### src/rtl/prog_loader_if.sv
// prog_loader_if: stream-in and program-memory-write signals of the program loader.
interface prog_loader_if #(parameter int ADDR_W = 8);
  logic              start;
  logic [7:0]        in_data;
  logic              in_valid;
  logic              in_ready;
  logic              pm_we;
  logic [ADDR_W-1:0] pm_addr;
  logic [15:0]       pm_wdata;
  logic              core_hold;
  logic              done;
  logic              err;
  logic [ADDR_W:0]   word_count;
  modport master (
    output start, in_data, in_valid,
    input  in_ready, pm_we, pm_addr, pm_wdata, core_hold, done, err, word_count
  );
  modport slave (
    input  start, in_data, in_valid,
    output in_ready, pm_we, pm_addr, pm_wdata, core_hold, done, err, word_count
  );
endinterface

### src/rtl/prog_loader.sv
// prog_loader: loads a framed byte stream as big-endian 16-bit words into program memory,
// verifying an XOR checksum and stalling the core while loading.
module prog_loader #(
  parameter int         ADDR_W   = 8,
  parameter logic [7:0] HDR_BYTE = 8'hA5
) (
  input logic         clk,
  input logic         rst_n,
  prog_loader_if.slave bus
);
  typedef enum logic [3:0] {IDLE, HDR, LEN, HI, LO, WRITE, CSUM, DONE, ERR} state_t;
  state_t            state_q;
  logic              in_ready_q, pm_we_q, core_hold_q, done_q, err_q;
  logic [ADDR_W-1:0] pm_addr_q;
  logic [15:0]       pm_wdata_q;
  logic [ADDR_W:0]   word_count_q, len_q, word_count_d;
  logic [7:0]        hi_q, xor_q;
  logic              acc;
  assign acc          = bus.in_valid && in_ready_q;
  assign word_count_d = word_count_q + (ADDR_W+1)'(1);
  assign bus.in_ready   = in_ready_q;
  assign bus.pm_we      = pm_we_q;
  assign bus.pm_addr    = pm_addr_q;
  assign bus.pm_wdata   = pm_wdata_q;
  assign bus.core_hold  = core_hold_q;
  assign bus.done       = done_q;
  assign bus.err        = err_q;
  assign bus.word_count = word_count_q;
  // Outputs are set from the state being entered so every output is a plain register.
  always_ff @(posedge clk or negedge rst_n) begin
    if (!rst_n) begin
      state_q      <= IDLE;
      in_ready_q   <= 1'b0;
      pm_we_q      <= 1'b0;
      pm_addr_q    <= '0;
      pm_wdata_q   <= '0;
      core_hold_q  <= 1'b0;
      done_q       <= 1'b0;
      err_q        <= 1'b0;
      word_count_q <= '0;
      len_q        <= '0;
      hi_q         <= '0;
      xor_q        <= '0;
    end else begin
      case (state_q)
        IDLE, DONE, ERR: if (bus.start) begin
          state_q      <= HDR;
          in_ready_q   <= 1'b1;
          core_hold_q  <= 1'b1;
          done_q       <= 1'b0;
          err_q        <= 1'b0;
          word_count_q <= '0;
          pm_addr_q    <= '0;
          xor_q        <= '0;
        end
        HDR: if (acc) begin
          state_q    <= (bus.in_data == HDR_BYTE) ? LEN : ERR;
          in_ready_q <= bus.in_data == HDR_BYTE;
          err_q      <= bus.in_data != HDR_BYTE;
        end
        LEN: if (acc) begin
          state_q <= HI;
          len_q   <= (bus.in_data == 8'd0) ? (ADDR_W+1)'(1) << ADDR_W : (ADDR_W+1)'(bus.in_data);
        end
        HI: if (acc) begin
          state_q <= LO;
          hi_q    <= bus.in_data;
          xor_q   <= xor_q ^ bus.in_data;
        end
        LO: if (acc) begin
          state_q    <= WRITE;
          in_ready_q <= 1'b0;
          pm_we_q    <= 1'b1;
          pm_wdata_q <= {hi_q, bus.in_data};
          xor_q      <= xor_q ^ bus.in_data;
        end
        WRITE: begin
          state_q      <= (word_count_d == len_q) ? CSUM : HI;
          in_ready_q   <= 1'b1;
          pm_we_q      <= 1'b0;
          word_count_q <= word_count_d;
          pm_addr_q    <= pm_addr_q + ADDR_W'(1);
        end
        CSUM: if (acc) begin
          state_q     <= (bus.in_data == xor_q) ? DONE : ERR;
          in_ready_q  <= 1'b0;
          done_q      <= bus.in_data == xor_q;
          err_q       <= bus.in_data != xor_q;
          core_hold_q <= bus.in_data != xor_q;
        end
        default: state_q <= IDLE;
      endcase
    end
  end
endmodule
### src/flat_wrapper.sv
// flat-port wrapper written by rule: the top's interface ports become plain ports
module prog_loader_flat 
#(
  parameter int         ADDR_W   = 8,
  parameter logic [7:0] HDR_BYTE = 8'hA5
)
  (clk, rst_n, bus_start, bus_in_data, bus_in_valid, bus_in_ready, bus_pm_we, bus_pm_addr, bus_pm_wdata, bus_core_hold, bus_done, bus_err, bus_word_count);
  prog_loader_if #(.ADDR_W(ADDR_W)) bus_i ();
  input logic clk;
  input logic rst_n;
  input wire logic [$bits(bus_i.start)-1:0] bus_start;
  input wire logic [$bits(bus_i.in_data)-1:0] bus_in_data;
  input wire logic [$bits(bus_i.in_valid)-1:0] bus_in_valid;
  output wire logic [$bits(bus_i.in_ready)-1:0] bus_in_ready;
  output wire logic [$bits(bus_i.pm_we)-1:0] bus_pm_we;
  output wire logic [$bits(bus_i.pm_addr)-1:0] bus_pm_addr;
  output wire logic [$bits(bus_i.pm_wdata)-1:0] bus_pm_wdata;
  output wire logic [$bits(bus_i.core_hold)-1:0] bus_core_hold;
  output wire logic [$bits(bus_i.done)-1:0] bus_done;
  output wire logic [$bits(bus_i.err)-1:0] bus_err;
  output wire logic [$bits(bus_i.word_count)-1:0] bus_word_count;
  assign bus_i.start = bus_start;
  assign bus_i.in_data = bus_in_data;
  assign bus_i.in_valid = bus_in_valid;
  assign bus_in_ready = bus_i.in_ready;
  assign bus_pm_we = bus_i.pm_we;
  assign bus_pm_addr = bus_i.pm_addr;
  assign bus_pm_wdata = bus_i.pm_wdata;
  assign bus_core_hold = bus_i.core_hold;
  assign bus_done = bus_i.done;
  assign bus_err = bus_i.err;
  assign bus_word_count = bus_i.word_count;
  prog_loader #(.ADDR_W(ADDR_W), .HDR_BYTE(HDR_BYTE)) u_core (.clk(clk), .rst_n(rst_n), .bus(bus_i));
endmodule
### config.mk
export PLATFORM = sky130hd
export DESIGN_NAME = prog_loader_flat
export DESIGN_NICKNAME = d
export VERILOG_FILES = /design/src/rtl/prog_loader_if.sv /design/src/rtl/prog_loader.sv /design/src/flat_wrapper.sv
export SDC_FILE = /design/constraint.sdc
export NUM_CORES = 1
export LEC_CHECK = 0
export ABC_AREA = 1
export BUFFER_PORTS_ARGS = -buffer_cell sky130_fd_sc_hd__buf_4
export CORE_MARGIN = 1.5
export CORE_UTILIZATION = 59
export CTS_BUF_LIST = sky130_fd_sc_hd__clkbuf_4 sky130_fd_sc_hd__clkbuf_8
export CTS_CLUSTER_SIZE = 20
export DETAILED_ROUTE_END_ITERATION = 16
export GPL_TIMING_DRIVEN = 0
export PLACE_DENSITY_LB_ADDON = 0.08
export SLEW_MARGIN = 10
export SYNTH_ARGS = -nofsm -noshare
export SYNTH_HDL_FRONTEND = slang
export SYNTH_SLANG_ARGS = --single-unit
### constraint.sdc
create_clock -name clk -period 1.95 [get_ports clk]
set_input_delay 0.39 -clock clk [delete_from_list [all_inputs] [get_ports clk]]
set_output_delay 0.39 -clock clk [all_outputs]
set_load 0.01 [all_outputs]
* After elaboration in Yosys (flattened, before gate mapping) *
Index checks and enable logic that the tools add are counted.

word-level totals
  output and inout port bits = 38
  flip-flop bits (word level) = 67

cells by class
  bitwise logic cells = 1
  reductions and logical operators = 22
  muxes and demuxes = 30
  add/subtract/negate cells = 2
  equal/unequal tests = 21

operator list
  cell                   count
  $mux W4                8
  $pmux W8 S2            2
  $pmux W4 S7            1
  $mux W9                2
  $pmux W9 S2            1
  $eq A4 B3 Y1 const B   4
  $mux W8                2
  $ne A2 B1 Y1 const B   7
  $reduce_and A2 Y1      5
  $add A9 B1 Y9 const B  1
  $eq A9 B9 Y1           1
  $add A8 B1 Y8 const B  1
  $eq A4 B2 Y1 const B   2
  $eq A8 B8 Y1           1
  $eq A8 B8 Y1 const B   1
  $logic_not A8 Y1       1
  $mux W1                8
  $ne A8 B8 Y1           1
  $ne A8 B8 Y1 const B   1
  $reduce_and A4 Y1      2
  $reduce_bool A2 Y1     4
  $xor A8 B8 Y8          1
  $pmux W1 S2            3
  $reduce_and A3 Y1      2
  13 further kinds       14

* Logic depth before layout (Yosys ltp) *
  word-level depth = 4
  gate-level depth with buffers = 15
  depth with buffers taken out = 15

* Worst setup path before layout *
No wires, ideal clock.

  kind = reg2reg
  from = register u_core.word_count_q[0] (netlist: u_core.bus.word_count[0])
  to = register u_core.state_q[0]
  arrival = 1552 ps
  path buffers = 0
  stages on the path, launching flop included = 16
  path slack = 282 ps
  library setup time = 116 ps
  clock period less this slack = 1668 ps
  data required time = 1834 ps
  cell sequence = dfrtp_1 ha_1 nand2_1 inv_1 nor2_1 inv_1 nand2_1 nand2_1 nor2_1 nand2_1 nor2_1 nand2_1 nand2_1 nand2_1 nand2_1 nand2_1

on the way
  word-level cells in the longest chain between the ends = 4

ends and longest elaborated chain
  item                    line               RTL
  from (decl)             prog_loader.sv:16  logic [ADDR_W:0] word_count_q, len_q, word_count_d;
  from (signal assigned)  prog_loader.sv:81  word_count_q <= word_count_d;
  $add A9 B1 Y9           prog_loader.sv:20  assign word_count_d = word_count_q + (ADDR_W+1)'(1);
  $eq A9 B9 Y1            prog_loader.sv:78  state_q <= (word_count_d == len_q) ? CSUM : HI;
  $mux W3                 prog_loader.sv:78
  $pmux W4 S7             prog_loader.sv:45  case (state_q)
  to (signal assigned)    prog_loader.sv:57  state_q <= (bus.in_data == HDR_BYTE) ? LEN : ERR;
  to (signal assigned)    prog_loader.sv:78
  to (signal assigned)    prog_loader.sv:85  state_q <= (bus.in_data == xor_q) ? DONE : ERR;
  to (decl)               prog_loader.sv:12  state_t state_q;

No other way between the ends.
A chain may end at the register's enable or synchronous reset.

* Final worst setup path *
  from = register u_core.state_q[2]
  to = register u_core.hi_q[6]

on the way
  word-level cells in the longest chain between the ends = 2

ends and longest elaborated chain
  item                                line               RTL
  $eq A4 B2 Y1                        prog_loader.sv:45
  $reduce_and A2 Y1 (no source line)  -
  to (signal assigned)                prog_loader.sv:67  hi_q <= bus.in_data;
  to (decl)                           prog_loader.sv:17  logic [7:0] hi_q, xor_q;

No other way between the ends.

==> flow_metrics.tcl <==
set metrics [dict create \
    outcome "finished clean" \
    ios 50 \
    place_ws_ps 84.9 \
    cts_tree "built" \
    netlist_area_sq_um 3390 \
    cts_max_level 3 \
    wl_per_cell_microns 13.8 \
    worst_slew_pin_slew_ps 829 \
    crit_slowest_cell "dfrtp_1" \
    wl_microns 7980 \
    antenna_found_initial 0 \
    io_buffer_count 49 \
    rows 27 \
    slew-limit-headroom 0.447 \
    die_width_microns 78.8 \
    stdcell_area_sq_um 4070 \
    seq_area_frac_synth 0.495 \
    clock.fmax_mhz 563 \
    required_ps 2210 \
    cp_common_cell "nor2_1" \
    start_util 0.615 \
    final.period_utilization 0.911 \
    grt_remaining_overflow 0 \
    cp_cell_sequence "nor2_1 > nand2_1 > nor2_1 > inv_1 > nor2_1 > buf_2 > nand2_1 > o21ai_0" \
    yosysMostFrequentCell "nand2_1" \
    hold_slack_ps 140 \
    syn_inst 439 \
    synth_edf_count 0 \
    arrival_ps 2030 \
    cts.sinks 67 \
    power_w 0.00489 \
    worst_setup_path_start_kind "register" \
    setup.worst_path.end_class "register" \
    drc 0 \
    max-cap-violations 0 \
    yosysWarnings 0 \
    die_h_microns 78.8 \
    ant_nets 0 \
    synth_top_area_frac 0.495 \
    clockRootBuffer "clkbuf_8" \
    clk_pin_slew_ps 80 \
    grt_pass1_vias 2896 \
    holdBufCountCts 0 \
    fin_nets 516 \
    syn_nets 453 \
    die-area_sq_um 6200 \
    syn_avg_cell_area_sq_um 7.72 \
    fin_ws_ps 173 \
    slew_viol_final 0 \
    hold_class "in -> async" \
    synth_area_leaders "dfrtp_1 50%, nand2_1 15%, o21ai_0 8.6%, inv_1 6.6%, nand3_1 4.0%" \
    via_per_inst 5.33 \
    core_sq_um 5510 \
    cts_made_buffers 9 \
    hold_viol 0 \
    synthFlopType "dfrtp_1" \
    drt_pre_antenna_iters 4 \
    hpwl_microns 5700 \
    grt.total_usage 0.279 \
    cts_buffer_depth 2 \
    drive_gt1_frac 0.174 \
    leakage_nw 2.06 \
    power_density_nw_per_um2 1200 \
    cp_slowest_stage_delay_ps 420 \
    synth_seq_cells 67 \
    synth_cell_type_count 31 \
    setup_viol_count_final 0 \
    path_class "reg -> reg" \
    antennaDiodeCount 0 \
    grt_max_degree 68 \
    place.gp.congestion 0.878 \
    area_growth_pct 20.2 \
    grt_pass1_wl_microns 13200 \
    initialDrtViolationCount 208 \
    critPathMaxFanout 10 \
    vias 3087 \
    grt_setup_unrepaired "no" \
    fin_tns_setup_ps 0 \
    synthArstFlopShare 1.00 \
    dpl-instance-area_sq_um 3840 \
    ys_top_cells_by_count "131 x nand2_1, 67 x dfrtp_1, 60 x inv_1, 58 x o21ai_0, 35 x nor2_1" \
    clkLatencyLatePin_ps 340 \
    vdd_drop_max_v 0.000963 \
    finClkSkew_ps 9.74 \
    yosysTopAreaCell "dfrtp_1" \
    fin_crit_ps 1780 \
]
-- path summary, 6_finish.rpt --
check / startpoint / end / slack, ps / cells after the start
max reg2reg: u_core.state_q[2] / u_core.hi_q[6] / 170 / 8
min in group clk: bus_in_data[4] / u_core.hi_q[4] / 300 / 3
max in group asynchronous: rst_n / u_core.bus.word_count[0] / 1240 / 1
min: rst_n / u_core.bus.word_count[7] / 140 / 1
max: u_core.state_q[2] / u_core.hi_q[6] / 170 / 8
min reg2reg: u_core.len_q[3] / u_core.len_q[3] / 500 / 2
-- what timing repair did --
item,in CTS,in global routing
buffers inserted,0,3
setup endpoints to repair,0,2
resized for setup,0,4
-- critical path: cells and delay by family (launching register included) --
family	cells	cell delay, ps
and+or+nand+nor	5	840
AOI/OAI and AO/OA	1	90
DFF	1	420
buffers and inverters	2	350
-- where the power goes --
group          internal, W  leakage (nW)  switching, W  total [W]
Combinational     0.000724          1.09       0.00112    0.00185
Clock             0.000598        0.0962      0.000558    0.00116
Sequential         0.00169         0.873      0.000199    0.00189
-- sequential cells by signal, indices dropped and copies added (netlist names) --
signal                 count
u_core.bus.err             1
u_core.bus.pm_wdata       16
u_core.len_q               9
u_core.hi_q                8
u_core.bus.done            1
u_core.bus.word_count      9
u_core.bus.core_hold       1
u_core.bus.in_ready        1
u_core.xor_q               8
u_core.bus.pm_we           1
u_core.bus.pm_addr         8
u_core.state_q             4
-- metrics by stage --
step,util,std cells
final,0.740,579
after global routing,0.740,579
after CTS,0.735,576
after detailed placement,0.698,560
after global placement,0.698,560
after floorplan,-,439
-- cell families after synthesis --
kind of cell | count (synthesis) | synth area share
and+or+nand+nor | 212 | 0.260
AOI/OAI and AO/OA | 75 | 0.126
DFF | 67 | 0.495
adders and majority gates | 2 | 0.00739
buffers and inverters | 74 | 0.0890
xor gates and xnor gates | 9 | 0.0233
-- layout make-up --
cell class | count | area, sq um
Sequential cell | 67 | 1680
Clock inverter | 7 | 76.3
Buffer | 12 | 68.8
Timing Repair Buffer | 52 | 390
Tap cell | 72 | 90.1
Fill cell | 429 | 1430
Multi-Input combinational cell | 298 | 1410
Inverter | 62 | 233
Clock buffer | 9 | 124
-- metal layers --
metal  vias to the layer above  GRT usage  wire, microns
met5                         -          0              0
met4                         0      0.145            217
met3                        17     0.0391            370
met2                        82      0.459           3900
met1                      1461      0.360           3500
li1                       1527          -              -
-- placed cells by master, fill, tap and decap left out, types with 2 or more instances in the layout --
| master | netlist | final |
|---|---|---|
| nand2_1 | 131 | 131 |
| dfrtp_1 | 67 | 65 |
| inv_1 | 60 | 60 |
| o21ai_0 | 58 | 57 |
| buf_4 | 1 | 53 |
| nor2_1 | 35 | 35 |
| nand3_1 | 27 | 27 |
| xnor2_1 | 9 | 9 |
| clkbuf_8 | 0 | 9 |
| nand4_1 | 6 | 6 |
| clkbuf_1 | 5 | 5 |
| buf_2 | 4 | 4 |
| nand3b_1 | 4 | 4 |
| o21ai_2 | 3 | 3 |
| nor4_1 | 3 | 3 |
| a21oi_1 | 3 | 3 |
| o22ai_1 | 3 | 3 |
| inv_2 | 2 | 2 |
| nor2_2 | 2 | 2 |
| nor3_1 | 2 | 2 |
| buf_6 | 2 | 2 |
| clkinvlp_4 | 0 | 2 |
| inv_6 | 0 | 2 |
| dfrtp_2 | 0 | 2 |
Power figures use the tool's default switching activity.
